`config.mk`:
```
export PLATFORM = sky130hd
export DESIGN_NAME = rob_core_flat
export DESIGN_NICKNAME = d
export VERILOG_FILES = /design/src/rtl/rob_core_if.sv /design/src/rtl/rob_core.sv /design/src/flat_wrapper.sv
export SDC_FILE = /design/constraint.sdc
export NUM_CORES = 2
export LEC_CHECK = 0
export BUFFER_PORTS_ARGS = -buffer_cell sky130_fd_sc_hd__buf_4
export CELL_PAD_IN_SITES_DETAIL_PLACEMENT = 0
export CELL_PAD_IN_SITES_GLOBAL_PLACEMENT = 1
export CORE_ASPECT_RATIO = 0.75
export CORE_UTILIZATION = 50
export CTS_BUF_LIST = sky130_fd_sc_hd__clkbuf_16
export CTS_CLUSTER_SIZE = 8
export DETAILED_ROUTE_END_ITERATION = 8
export GPL_TIMING_DRIVEN = 0
export PLACE_DENSITY_LB_ADDON = 0.3
export SYNTH_ARGS = -nofsm -noshare
export SYNTH_HDL_FRONTEND = slang
export SYNTH_SLANG_ARGS = --single-unit
```
`constraint.sdc`:
```
create_clock -name clk -period 4.5 [get_ports clk]
set_input_delay 0.675 -clock clk [delete_from_list [all_inputs] [get_ports clk]]
set_output_delay 0.675 -clock clk [all_outputs]
set_load 0.03 [all_outputs]
```
`src/rtl/rob_core_if.sv`:
```
// Reorder buffer port bundle: issue/allocate, writeback,
// operand lookup and commit/flush signals.
interface rob_core_if #(
  parameter int TAG_W = 5
);
  logic             rdy;
  logic             alloc_en;
  logic [4:0]       alloc_rd;
  logic             alloc_is_br;
  logic             alloc_pred_taken;
  logic [TAG_W-1:0] tail;
  logic             full;
  logic             wb_en;
  logic [TAG_W-1:0] wb_tag;
  logic [31:0]      wb_value;
  logic             wb_taken;
  logic [31:0]      wb_pc;
  logic [TAG_W-1:0] rs1_id;
  logic [TAG_W-1:0] rs2_id;
  logic             rob_rs1_ready;
  logic             rob_rs2_ready;
  logic [31:0]      rob_rs1_value;
  logic [31:0]      rob_rs2_value;
  logic             run_upd;
  logic [4:0]       commit_rd;
  logic [31:0]      res;
  logic [TAG_W-1:0] head;
  logic             reset;
  logic [31:0]      redirect_pc;

  modport master (
    output rdy, alloc_en, alloc_rd, alloc_is_br,
    output alloc_pred_taken,
    output wb_en, wb_tag, wb_value, wb_taken, wb_pc,
    output rs1_id, rs2_id,
    input  tail, full,
    input  rob_rs1_ready, rob_rs2_ready,
    input  rob_rs1_value, rob_rs2_value,
    input  run_upd, commit_rd, res, head,
    input  reset, redirect_pc
  );

  modport slave (
    input  rdy, alloc_en, alloc_rd, alloc_is_br,
    input  alloc_pred_taken,
    input  wb_en, wb_tag, wb_value, wb_taken, wb_pc,
    input  rs1_id, rs2_id,
    output tail, full,
    output rob_rs1_ready, rob_rs2_ready,
    output rob_rs1_value, rob_rs2_value,
    output run_upd, commit_rd, res, head,
    output reset, redirect_pc
  );
endinterface

```
`src/rtl/rob_core.sv`:
```
// Reorder buffer: tag allocation, in-order commit, mispredict flush.
// ROB_BYPASS_EN: lookups forward a same-cycle writeback.
module rob_core #(
  parameter int ROB_SZ = 16,
  parameter int TAG_W  = 5
) (
  input logic       clk,
  input logic       rst,
  rob_core_if.slave bus
);
  localparam int CNT_W = $clog2(ROB_SZ + 1);

  typedef struct packed {
    logic        valid;
    logic        ready;
    logic [4:0]  rd;
    logic        is_br;
    logic        pred;
    logic        taken;
    logic [31:0] value;
    logic [31:0] pc;
  } ent_t;

  // slot 0 exists only as a never-valid target for tag 0
  ent_t ent [ROB_SZ+1];

  logic [TAG_W-1:0] head;
  logic [TAG_W-1:0] tail;
  logic [CNT_W-1:0] count;
  logic             full;
  ent_t             he;
  logic             commit;
  logic             mispred;
  logic             do_alloc;
  logic             do_wb;
  logic [TAG_W-1:0] wi;

  function automatic logic [TAG_W-1:0] nxt(
    input logic [TAG_W-1:0] p
  );
    return (p == TAG_W'(ROB_SZ)) ? TAG_W'(1)
                                 : p + TAG_W'(1);
  endfunction

  function automatic logic [TAG_W-1:0] idx(
    input logic [TAG_W-1:0] t
  );
    return (t <= TAG_W'(ROB_SZ)) ? t : '0;
  endfunction

  function automatic logic [32:0] lookup(
    input logic [TAG_W-1:0] id
  );
    ent_t e;
    e = ent[idx(id)];
    lookup = '0;
    if (e.valid && e.ready)
      lookup = {1'b1, e.value};
`ifdef ROB_BYPASS_EN
    if (e.valid && bus.wb_en && bus.wb_tag == id)
      lookup = {1'b1, bus.wb_value};
`endif
  endfunction

  assign full    = (count == CNT_W'(ROB_SZ));
  assign he      = ent[head];
  assign commit  = bus.rdy && (count != '0)
                && he.valid && he.ready;
  assign mispred = commit && he.is_br
                && (he.taken != he.pred);

  assign wi       = idx(bus.wb_tag);
  assign do_wb    = bus.wb_en && ent[wi].valid;
  assign do_alloc = bus.alloc_en && !full;

  assign bus.tail        = tail;
  assign bus.head        = head;
  assign bus.full        = full;
  assign bus.run_upd     = commit;
  assign bus.commit_rd   = commit ? he.rd : 5'd0;
  assign bus.res         = commit ? he.value : 32'd0;
  assign bus.reset       = mispred;
  assign bus.redirect_pc = mispred ? he.pc : 32'd0;

  assign {bus.rob_rs1_ready, bus.rob_rs1_value} =
    lookup(bus.rs1_id);
  assign {bus.rob_rs2_ready, bus.rob_rs2_value} =
    lookup(bus.rs2_id);

  always_ff @(posedge clk) begin
    if (rst) begin
      head  <= TAG_W'(1);
      tail  <= TAG_W'(1);
      count <= '0;
      for (int i = 0; i <= ROB_SZ; i++)
        ent[i] <= '0;
    end else if (bus.rdy) begin
      if (mispred) begin
        head  <= TAG_W'(1);
        tail  <= TAG_W'(1);
        count <= '0;
        for (int i = 0; i <= ROB_SZ; i++)
          ent[i].valid <= 1'b0;
      end else begin
        if (do_wb) begin
          ent[wi].ready <= 1'b1;
          ent[wi].value <= bus.wb_value;
          ent[wi].taken <= bus.wb_taken;
          ent[wi].pc    <= bus.wb_pc;
        end
        if (commit) begin
          ent[head].valid <= 1'b0;
          head            <= nxt(head);
        end
        // tail slot is free, so it never collides with wb/commit
        if (do_alloc) begin
          ent[tail].valid <= 1'b1;
          ent[tail].ready <= 1'b0;
          ent[tail].rd    <= bus.alloc_rd;
          ent[tail].is_br <= bus.alloc_is_br;
          ent[tail].pred  <= bus.alloc_pred_taken;
          ent[tail].taken <= 1'b0;
          ent[tail].value <= '0;
          ent[tail].pc    <= '0;
          tail            <= nxt(tail);
        end
        unique case ({do_alloc, commit})
          2'b10:   count <= count + CNT_W'(1);
          2'b01:   count <= count - CNT_W'(1);
          default: count <= count;
        endcase
      end
    end
  end
endmodule

```
`src/flat_wrapper.sv`:
```
// flat-port wrapper written by rule: the top's interface ports become plain ports
module rob_core_flat 
#(
  parameter int ROB_SZ = 16,
  parameter int TAG_W  = 5
)
  (clk, rst, bus_rdy, bus_alloc_en, bus_alloc_rd, bus_alloc_is_br, bus_alloc_pred_taken, bus_wb_en, bus_wb_tag, bus_wb_value, bus_wb_taken, bus_wb_pc, bus_rs1_id, bus_rs2_id, bus_tail, bus_full, bus_rob_rs1_ready, bus_rob_rs2_ready, bus_rob_rs1_value, bus_rob_rs2_value, bus_run_upd, bus_commit_rd, bus_res, bus_head, bus_reset, bus_redirect_pc);
  rob_core_if #(.TAG_W(TAG_W)) bus_i ();
  input logic clk;
  input logic rst;
  input wire logic [$bits(bus_i.rdy)-1:0] bus_rdy;
  input wire logic [$bits(bus_i.alloc_en)-1:0] bus_alloc_en;
  input wire logic [$bits(bus_i.alloc_rd)-1:0] bus_alloc_rd;
  input wire logic [$bits(bus_i.alloc_is_br)-1:0] bus_alloc_is_br;
  input wire logic [$bits(bus_i.alloc_pred_taken)-1:0] bus_alloc_pred_taken;
  input wire logic [$bits(bus_i.wb_en)-1:0] bus_wb_en;
  input wire logic [$bits(bus_i.wb_tag)-1:0] bus_wb_tag;
  input wire logic [$bits(bus_i.wb_value)-1:0] bus_wb_value;
  input wire logic [$bits(bus_i.wb_taken)-1:0] bus_wb_taken;
  input wire logic [$bits(bus_i.wb_pc)-1:0] bus_wb_pc;
  input wire logic [$bits(bus_i.rs1_id)-1:0] bus_rs1_id;
  input wire logic [$bits(bus_i.rs2_id)-1:0] bus_rs2_id;
  output wire logic [$bits(bus_i.tail)-1:0] bus_tail;
  output wire logic [$bits(bus_i.full)-1:0] bus_full;
  output wire logic [$bits(bus_i.rob_rs1_ready)-1:0] bus_rob_rs1_ready;
  output wire logic [$bits(bus_i.rob_rs2_ready)-1:0] bus_rob_rs2_ready;
  output wire logic [$bits(bus_i.rob_rs1_value)-1:0] bus_rob_rs1_value;
  output wire logic [$bits(bus_i.rob_rs2_value)-1:0] bus_rob_rs2_value;
  output wire logic [$bits(bus_i.run_upd)-1:0] bus_run_upd;
  output wire logic [$bits(bus_i.commit_rd)-1:0] bus_commit_rd;
  output wire logic [$bits(bus_i.res)-1:0] bus_res;
  output wire logic [$bits(bus_i.head)-1:0] bus_head;
  output wire logic [$bits(bus_i.reset)-1:0] bus_reset;
  output wire logic [$bits(bus_i.redirect_pc)-1:0] bus_redirect_pc;
  assign bus_i.rdy = bus_rdy;
  assign bus_i.alloc_en = bus_alloc_en;
  assign bus_i.alloc_rd = bus_alloc_rd;
  assign bus_i.alloc_is_br = bus_alloc_is_br;
  assign bus_i.alloc_pred_taken = bus_alloc_pred_taken;
  assign bus_i.wb_en = bus_wb_en;
  assign bus_i.wb_tag = bus_wb_tag;
  assign bus_i.wb_value = bus_wb_value;
  assign bus_i.wb_taken = bus_wb_taken;
  assign bus_i.wb_pc = bus_wb_pc;
  assign bus_i.rs1_id = bus_rs1_id;
  assign bus_i.rs2_id = bus_rs2_id;
  assign bus_tail = bus_i.tail;
  assign bus_full = bus_i.full;
  assign bus_rob_rs1_ready = bus_i.rob_rs1_ready;
  assign bus_rob_rs2_ready = bus_i.rob_rs2_ready;
  assign bus_rob_rs1_value = bus_i.rob_rs1_value;
  assign bus_rob_rs2_value = bus_i.rob_rs2_value;
  assign bus_run_upd = bus_i.run_upd;
  assign bus_commit_rd = bus_i.commit_rd;
  assign bus_res = bus_i.res;
  assign bus_head = bus_i.head;
  assign bus_reset = bus_i.reset;
  assign bus_redirect_pc = bus_i.redirect_pc;
  rob_core #(.ROB_SZ(ROB_SZ), .TAG_W(TAG_W)) u_core (.clk(clk), .rst(rst), .bus(bus_i));
endmodule
```
# == Word level (Yosys, flattened, before mapping) ==
# Memory sizes are Yosys's and may differ from the RTL's. A register that Yosys moved wholly into a read port is not among the register bits.
# Cells that the tools add are included.
# classes
add_sub_neg,4
n_lt_le_gt_ge,3
n_eq_ne,6
muxes,65
bitwise_logic,17
n_reduce_logical,20
# ops
op,n
$mux 74,3
$reduce_or 74->1,3
$mux 5,16
$mux 33,2
$mux 32,2
$mux 1,38
$or 1x1->1,17
$add 5x1->5 const B,3
$eq 5x5->1 const B,3
$le 5x5->1 const B,3
$pmux 5 s2,1
$logic_and 1x1->1,9
$reduce_and 2->1,3
$reduce_bool 5->1,1
$sub 5x1->5 const B,1
$mux 2,2
$reduce_bool 2->1,2
$mux 3,1
$reduce_bool 3->1,1
$eq 2x1->1 const B,1
$eq 2x2->1 const B,1
$logic_not 1->1,1
$ne 1x1->1,1
# word_totals
reg_bits,15
ram_bits,1258
inputBits,92
output_inout_bits,148
elab_cells,119
n_memories,1
# mem_list
name,depth,word_bits,rd,rd_clocked_by_memory_dff,write_ports,line,source
u_core.ent,17,74,4,1,17,rob_core.sv:25,ent_t ent [ROB_SZ+1];

# == Logic depth before layout (Yosys ltp) ==
# depth
depth_word,12
mapped_depth,23

# == Worst setup path after synthesis ==
# No wires, ideal clock.
# synth_timing
path_kind,input-to-output
from,input port bus_rs2_id[4]
to,output port bus_rob_rs2_value[23]
arrival_time_ns,3.737
required_time_ns,3.825
path_slack_ns,0.088
cell_stages,11
n_path_buf,5
path_cell_list,clkbuf_1 > nand2b_1 > buf_2 > buf_1 > buf_1 > o211ai_1 > o21ai_0 > mux2i_1 > a21o_1 > buf_1 > a211oi_1
# synth_between
elab_chain_len,5
# synth_lines
item,line,source
from (decl),flat_wrapper.sv:22,input wire logic [$bits(bus_i.rs2_id)-1:0] bus_rs2_id;
$le 5x5->1,rob_core.sv:48,return (t <= TAG_W'(ROB_SZ)) ? t : '0;
$mux 5 *,rob_core.sv:48,
$mem_v2 17x74 *,n/a,
$logic_and 1x1->1,rob_core.sv:57,if (e.valid && e.ready)
$mux 33 *,rob_core.sv:57,
to (decl),flat_wrapper.sv:28,output wire logic [$bits(bus_i.rob_rs2_value)-1:0] bus_rob_rs2_value;
# Every way passes the cells marked *; elsewhere a longest branch is shown, timed or not.

==> results.toml <==
[placed_design]
gp_congestion = 1.04
place_area_um2 = 114000
port_buffers = 229
dpl.cell_count = 12900
dpl.hpwl_um = 373000
pre_cts_slack_ns = -2.63

[floorplan]
initial_core_util = 0.504
die_h_um = 404
die_w_um = 539
row_count = 147
num_io_pins = 240
die_area_um2 = 218000
fp.coreArea_um2 = 214000

[sta]
slew_violations = 19
fin_skew_ns = 0.0695
worstMarginPinSlew_ns = 1.62
rsz0062_at_grt = "yes"
max_clock_freq_mhz = 204
min_period_ns = 4.89
fin_crit_sh = 1.09
slew_headroom = -0.0821
finalSetupTns_ns = -36.04
finalSetupViolCount = 411
timing_hold_violations_final = 0
fin_ws_ns = -0.392

[global_routing]
grt_pass1_vias = 88400
grt_util_met2 = 0.607
grt_max_degree = 17
grt_pass1_wl_um = 703000
globalRouteMet1Util = 0.591
grt-ovfl-total = 0
grt_usage = 0.465
antenna_found_initial = 65
grt_busiest_layer = "met2"
grt_util_met3 = 0.273

[setup_path]
crit_slowest_cell = "mux4_2"
critPathLaunchType = "flop"
critPathMostFrequentCell = "buf_16"
critPathKind = "flop to primary output"
cp.required_ns = 3.83
arrival_ns = 4.22
crit_fanout = 7
cp-end-kind = "primary output"
cp_cell_sequence = "buf_12 > buf_16 > buf_12 > clkbuf_16 > clkbuf_16 > buf_16 > buf_16 > mux4_2 > mux4_2 > mux2i_1 > nor2_1 > buf_4"
critPathMaxStageDelay_ns = 0.63

[final_layout]
final_nets = 10600
drive_gt1_frac = 0.241
fin_cells = 13500
synthToLayoutAreaGrowth_pct = 18.7
final_area_um2 = 128000

[synthesis]
synth_edf_count = 224
yosys-top-cells-area = "dfxtp_1 (40%), mux4_2 (22%), edfxtp_1 (6.2%)"
netlist_instances = 9783
synthTopCellsByCount = "dfxtp_1 (2164), mux4_2 (1072), nand2_1 (968), and2_1 (959), nand3_1 (744)"
synth.top_cell.area_share = 0.401
yosysSeqAreaShare = 0.463
yosys.area.top_type = "dfxtp_1"
synth-main-ff-cell = "dfxtp_1"
synth.distinct_cells = 74
synth-seq-cells = 2388
yosysWarnings = 0
synth_area_um2 = 108000
synthArstFlopShare = 0
post-synth-top-count-cell = "dfxtp_1"
syn-num-nets = 9888
syn_avg_cell_area_um2 = 11.0

[pwr]
p_leak_nw = 47.1
vdd_drop_max_mv = 0.387
power_density_nw_per_um2 = 367
total_power_w = 0.0470

[job]
cap_viol_max_count = 2

[drt]
vias_per_cell = 6.96
drtIter0Drc = 15200
drtAntennaViolNets = 0
wirelength_um = 519000
drt_first_pass_iters = 9
avgRoutedWirePerCell_um = 38.5
vias = 93800
drc = 21

[clock_network]
cts_root_buffer = "clkbuf_16"
clock_sinks = 2388
clk_pin_slew_ns = 0.06
cts_max_path_buffers = 4
cts_tree = "done"
htree_levels = 5
insertion_delay_ns = 0.91
cts_made_buffers = 341

[min_path]
holdCritPathClass = "primary input to flop"

[status]
violations = "DRC, capacitance limit, slew limit, setup timing"
outcome = "finished with violations"
sequential cells by signal, summed over array words and instances, names as in the netlist, named ones only:
signal	count
u_core.count	5
u_core.bus.head	5
u_core.ent	2368
u_core.bus.tail	5
layout make-up:
type | instances | area (µm²)
fill | 17600 | 86000
buffer | 1006 | 6270
clock buffer | 349 | 8730
multi-input combinational | 6208 | 54000
clock inverter | 48 | 334
timing repair buffer | 422 | 4490
inverter | 161 | 634
tap | 2831 | 3540
antenna | 64 | 160
sequential | 2388 | 50100
critical path: cells and delay by family (launching register included):
family / cells / cell delay [ns]
flip-flops: 1 / 0.36
multiplexers: 3 / 1.41
AND/OR/NAND/NOR: 1 / 0.08
buffers and inverters: 8 / 1.35
what timing repair did:
action                     4_1_cts  5_1_grt
hold buffers                     0        0
resized for setup              997      259
gates cloned                    25        2
pin swaps                       23       20
setup buffers                   86       64
setup endpoints to repair     2647     1070
placed cells by master (no fill, tap or decap), types with 70 or more instances in the layout:
| cell type | n |
|---|---|
| a21oi_1 | 648 |
| a22o_1 | 124 |
| and2_1 | 958 |
| buf_2 | 144 |
| buf_4 | 349 |
| buf_6 | 73 |
| clkbuf_1 | 443 |
| clkbuf_16 | 376 |
| clkbuf_2 | 143 |
| dfxtp_1 | 2162 |
| edfxtp_1 | 224 |
| inv_1 | 183 |
| mux2i_1 | 85 |
| mux4_2 | 1072 |
| nand2_1 | 965 |
| nand3_1 | 743 |
| nand3b_1 | 72 |
| nand4_1 | 92 |
| nor2_1 | 296 |
| nor2b_1 | 218 |
| o21ai_0 | 157 |
| o22ai_1 | 70 |
| o2bb2ai_1 | 124 |
where the power goes:
| group | switching (W) | internal (W) | total, W | leakage, nW |
|---|---|---|---|---|
| clock network | 0.00974 | 0.0136 | 0.0233 | 4.57 |
| logic | 0.00161 | 0.000495 | 0.00210 | 22.7 |
| registers | 0.0000460 | 0.0215 | 0.0216 | 19.9 |
| total | 0.0114 | 0.0357 | 0.0470 | 47.1 |
final timing paths:
check             cells past startpoint                  to                from  slack [ns]
setup reg to reg                     13  u_core.ent[12][47]                flop       -0.16
hold / removal                        2  u_core.ent[14][31]       bus_wb_pc[31]        0.06
setup / recovery                     12         bus_res[11]                flop       -0.39
hold reg to reg                       1  u_core.ent[26][19]  u_core.ent[26][19]        0.45
logic make-up (layout without fill, tap and decap cells):
| kind of cell | after synthesis | after routing | share of synthesized area |
|---|---|---|---|
| and+or+nand+nor | 3520 | 3520 | 0.167 |
| DFF | 2388 | 2388 | 0.463 |
| AOI/OAI and AO/OA | 1463 | 1463 | 0.0874 |
| muxes | 1193 | 1193 | 0.235 |
| buffers and inverters | 1187 | 1986 | 0.0441 |
| xor gates and xnor gates | 19 | 19 | 0.00154 |
| adders and majority gates | 13 | 13 | 0.00158 |
| other | 0 | 64 | 0 |
per-stage QoR:
step                hold WS (ns)  utilization
finish                    0.0597        0.598
global route              0.0420        0.598
CTS                       0.0141        0.593
detailed placement         0.438        0.531
global placement           0.434        0.529
floorplan                  0.424            -
routing by layer:
metal,up-vias,part of all wire
met4,61,0.059
met2,7841,0.39
met3,1494,0.18
met1,47200,0.37
li1,37200,-
met5,-,0.0036
Note: power is estimated with default switching activity, not from simulation.
